--- config.mk ---
export PLATFORM = sky130hd
export DESIGN_NAME = jtframe_status_rx
export DESIGN_NICKNAME = d
export VERILOG_FILES = /design/src/rtl/jtframe_status_rx.sv
export SDC_FILE = /design/constraint.sdc
export NUM_CORES = 1
export LEC_CHECK = 0
export CAP_MARGIN = 15
export CORE_ASPECT_RATIO = 1.75
export CORE_MARGIN = 5
export CORE_UTILIZATION = 62
export DETAILED_ROUTE_END_ITERATION = 16
export DONT_BUFFER_PORTS = 1
export GPL_ROUTABILITY_DRIVEN = 0
export PLACE_DENSITY = 0.78
export SETUP_SLACK_MARGIN = 0.1
export SLEW_MARGIN = 15
export SYNTH_ARGS = -nofsm -noshare
export SYNTH_HDL_FRONTEND = slang
export SYNTH_SLANG_ARGS = --single-unit
--- constraint.sdc ---
create_clock -name clk -period 2.9 [get_ports clk]
set_clock_uncertainty 0.05 [all_clocks]
set_input_delay 0.435 -clock clk [delete_from_list [all_inputs] [get_ports clk]]
set_output_delay 0.435 -clock clk [all_outputs]
set_load 0.05 [all_outputs]
--- src/rtl/jtframe_status_rx.sv ---
// Receives OSD status frames from the IO controller byte bus and commits
// the 32-bit status word atomically; also merges the local pause hot-key.
module jtframe_status_rx #(
    parameter logic [7:0]  STATUS_CMD = 8'h1E,
    parameter logic [15:0] TIMEOUT    = 16'd4095,
    parameter logic [31:0] DEF_STATUS = 32'h0
) (
    input  logic        clk,
    input  logic        rst_n,
    input  logic        io_cs,
    input  logic        byte_stb,
    input  logic [7:0]  byte_in,
    input  logic        key_pause,
    output logic [31:0] status,
    output logic        status_upd,
    output logic        err,
    output logic        busy
);
    localparam int unsigned SW  = 32;
    localparam int unsigned BW  = 8;
    localparam int unsigned IW  = 2;
    localparam int unsigned CW  = 16;
    localparam int unsigned SHW = SW - BW;

    typedef enum logic [1:0] {
        IDLE,
        DATA,
        SKIP
    } state_t;

    state_t          state, state_nx;
    logic [IW-1:0]   idx, idx_nx;
    logic [CW-1:0]   cnt, cnt_nx;
    // the fourth byte goes straight into status, so only three are buffered
    logic [SHW-1:0]  shadow, shadow_nx;
    logic [SW-1:0]   status_nx;
    logic            upd_nx;
    logic            err_nx;
    logic            stb;
    logic            commit;

    assign stb  = io_cs & byte_stb;
    assign busy = (state != IDLE);

    // State and output registers
    always_ff @(posedge clk) begin
        if (!rst_n) begin
            state      <= IDLE;
            idx        <= '0;
            cnt        <= '0;
            shadow     <= '0;
            status     <= DEF_STATUS;
            status_upd <= 1'b0;
            err        <= 1'b0;
        end else begin
            state      <= state_nx;
            idx        <= idx_nx;
            cnt        <= cnt_nx;
            shadow     <= shadow_nx;
            status     <= status_nx;
            status_upd <= upd_nx;
            err        <= err_nx;
        end
    end

    // Frame decode, timeout and status merge
    always_comb begin
        state_nx  = state;
        idx_nx    = idx;
        cnt_nx    = cnt;
        shadow_nx = shadow;
        commit    = 1'b0;
        err_nx    = 1'b0;

        case (state)
            IDLE: begin
                if (stb) begin
                    if (byte_in == STATUS_CMD) begin
                        state_nx  = DATA;
                        idx_nx    = '0;
                        cnt_nx    = '0;
                        shadow_nx = '0;
                    end else begin
                        state_nx = SKIP;
                    end
                end
            end
            DATA: begin
                if (!io_cs) begin
                    state_nx  = IDLE;
                    err_nx    = 1'b1;
                    idx_nx    = '0;
                    cnt_nx    = '0;
                    shadow_nx = '0;
                end else if (byte_stb) begin
                    cnt_nx = '0;
                    idx_nx = idx + IW'(1);
                    case (idx)
                        2'd0:    shadow_nx[7:0]   = byte_in;
                        2'd1:    shadow_nx[15:8]  = byte_in;
                        2'd2:    shadow_nx[23:16] = byte_in;
                        default: begin
                            commit   = 1'b1;
                            state_nx = SKIP;
                        end
                    endcase
                end else if (cnt == TIMEOUT) begin
                    err_nx    = 1'b1;
                    state_nx  = SKIP;
                    idx_nx    = '0;
                    cnt_nx    = '0;
                    shadow_nx = '0;
                end else if (cnt != '1) begin
                    cnt_nx = cnt + CW'(1);
                end
            end
            SKIP: begin
                if (!io_cs) state_nx = IDLE;
            end
            default: state_nx = IDLE;
        endcase

        // a pause toggle coinciding with a commit lands on the committed value
        status_nx = commit ? {byte_in, shadow} : status;
        if (key_pause) status_nx = status_nx ^ SW'(32'h2);
        upd_nx = commit | key_pause;
    end

endmodule

==> results_dict.tcl <==
set metrics [dict create \
    die-area_um2 7028 \
    clkSinkCount 78 \
    max-vdd-ir-drop_v 0.0003681 \
    yosys_warnings 0 \
    die_h_um 107.2 \
    synthArstFlopShare 0 \
    hold_class "in -> reg" \
    grt_max_degree 52 \
    grt_pass1_vias 2649 \
    netlist_area_um2 3348 \
    rsz0062_at_grt "no" \
    n_antenna_cell 0 \
    cts_tree "yes" \
    arrival_ns 2.55 \
    seq_area_frac_synth 0.4664 \
    tritoncts.num_buffers 9 \
    insertion_delay_ns 0.34 \
    timing.final.crit_share 0.8028 \
    wl_mm 7.367 \
    overflow 0 \
    post-route-drc-count 0 \
    hold_viol_final 0 \
    via_per_inst 6.273 \
    max_freq_ghz 0.4295 \
    root_buffer "clkbuf_8" \
    synth.net_count 401 \
    drtIter0Drc 215 \
    via_count 2754 \
    fp-row-count 35 \
    synthCells 383 \
    antenna_found_initial 0 \
    cts.path.max_buffers 2 \
    ys_ff_latch 78 \
    fin_nets 397 \
    path_max_fanout 10 \
    start_util 0.6371 \
    slew_violations 0 \
    leakage_uw 0.001170 \
    final_antenna_net_count 0 \
    areaGrowthSynthToFinish_pct 6.652 \
    dieWidth_um 65.55 \
    clkSlewWorstSetupHoldPaths_ns 0.08 \
    yosysUniqueCellTypes 58 \
    yosysTopAreaCellShare 0.4664 \
    fin_util 0.6795 \
    setup_violations 0 \
    synthSimpleGateAreaFrac 0.2638 \
    ys_top_cells_by_area "dfxtp_1 47%, nand2_1 11%, mux2i_1 7.8%" \
    port_buffers 0 \
    max_cap_viol_count 0 \
    power_density_nw_per_um2 530.0 \
    synthXorXnorAreaFrac 0.002616 \
    required_ns 3.12 \
    synth_top_family_by_area "simple AND/OR/NAND/NOR gates" \
    cts.htree.levels 3 \
    yosysTopAreaCell "dfxtp_1" \
    setup_tns_ns 0 \
    tightest_slew_ns 0.9580 \
    layout-drive-gt1-share 0.09375 \
    totalPowerFinal_uw 1893 \
    dr.pass1.iters 4 \
    post_cts_buffers 0 \
    synth_compound_area_frac 0.1379 \
    synth_flop_cell "dfxtp_1" \
    slew_headroom 0.3555 \
    routedWlPerCell_um 16.78 \
    grt.total_usage 0.2283 \
    synth.mux.area_fraction 0.07773 \
    cts_resized 0 \
    period_needed_ns 2.328 \
    cp-end-kind "flip-flop" \
    grt_pass1_wl_mm 12.45 \
    io_pins 48 \
    synthAdderAreaFrac 0.01868 \
    run_status "finished, final reports clean" \
    coreArea_um2 5255 \
    synth_edf_count 0 \
    dpl.hpwl_mm 5.409 \
    cts_hold_buf 0 \
    cp-start-kind "flip-flop" \
    syn_area_per_cell_um2 8.742 \
    setup.worst_path.class "reg -> reg" \
]
==> area by class of cell <==
class	instances	area, um^2
Timing Repair Buffer	7	52.55
Fill cell	427	1684
Clock inverter	5	57.56
Inverter	6	22.52
Multi-Input combinational cell	277	1677
Clock buffer	11	131.4
Tap cell	55	68.82
Sequential cell	78	1562
==> cells in the mapped netlist (3+ instances only) <==
cell type and count:
nor2_1 15, clkbuf_1 20, dfxtp_1 78, nand2_1 98, nand3_1 18, ha_1 5, o31ai_1 5, nor4_1 3
o2111ai_1 4, nor3_1 3, and3_1 3, inv_1 6, or2_2 3, nand4_1 8, a21oi_1 36, mux2i_1 26
or4_1 4
==> power breakdown <==
group	switching [uW]	total, uW	internal [uW]	leakage, uW
logic	16.9	25.6	8.73	0.000443
clock network	385	785	400	0.0000977
registers	9.76	1080	1070	0.000629
==> critical path: stages (launching register included) <==
cell,delay (ns)
dfxtp_1,0.36
or4_4,0.57
nor4_4,0.38
o21ai_2,0.23
buf_4,0.23
nor2_8,0.21
mux2i_1,0.22
==> path summary, 6_finish.rpt <==
path | from | end | slack [ns] | cells past startpoint
max | cnt[15]$_SDFFE_PN0P_ | shadow[3]$_SDFFE_PN0P_ | 0.57 | 6
min | key_pause | status_upd$_SDFF_PN0_ | 0.16 | 2
max reg2reg | cnt[15]$_SDFFE_PN0P_ | shadow[3]$_SDFFE_PN0P_ | 0.57 | 6
min reg2reg | shadow[15]$_SDFFE_PN0P_ | status[15]$_SDFFE_PN0P_ | 0.40 | 2
==> cells in the final DEF (no fill, tap or decap), drive strengths merged, types with 2 or more instances in the layout <==
cell / count
nor2b: 2
nand2: 98
o21ai: 5
buf: 7
a311oi: 2
clkinv: 3
ha: 5
nor4bb: 2
a21oi: 36
o2111ai: 4
inv: 7
nor3: 4
nor4: 4
or4: 5
and3: 3
clkbuf: 11
nand4: 9
o31ai: 5
nor2: 19
mux2i: 26
dfxtp: 78
a211oi: 2
a31o: 3
nand3: 19
or2: 3
==> stage by stage <==
step / cells / hold WS, ns / worst slack (ns) / cell area [um^2]
detailed placement: 423 / 0.3933 / 0.5967 / 3382
finish: 439 / 0.1598 / 0.5720 / 3571
global placement: 423 / 0.3890 / 0.6663 / 3382
floorplan: 383 / 0.3822 / 0.8303 / 3348
CTS: 439 / 0.1480 / 0.5655 / 3571
global route: 439 / 0.1554 / 0.3891 / 3571
==> sequential cells by signal, indices dropped and copies added, names as in the netlist <==
register / flops
status: 32
shadow: 24
cnt: 16
idx: 2
state: 2
err: 1
status_upd: 1
==> logic make-up (layout without fill, tap and decap cells) <==
kind of cell / after synthesis / in the layout
compound gates: 70 / 70
xor+xnor: 1 / 1
fa+ha+maj: 5 / 5
buf+inv: 28 / 29
flops: 78 / 78
mux: 26 / 26
simple gates: 175 / 175
==> metal layers <==
layer	global-route usage	share of wire	up-vias
met5	0	0	-
met4	0.1202	0.040	0
met3	0.05241	0.050	29
met2	0.4170	0.56	85
met1	0.2335	0.35	1288
li1	-	-	1352
No activity file was read; power rests on OpenSTA's default activity.
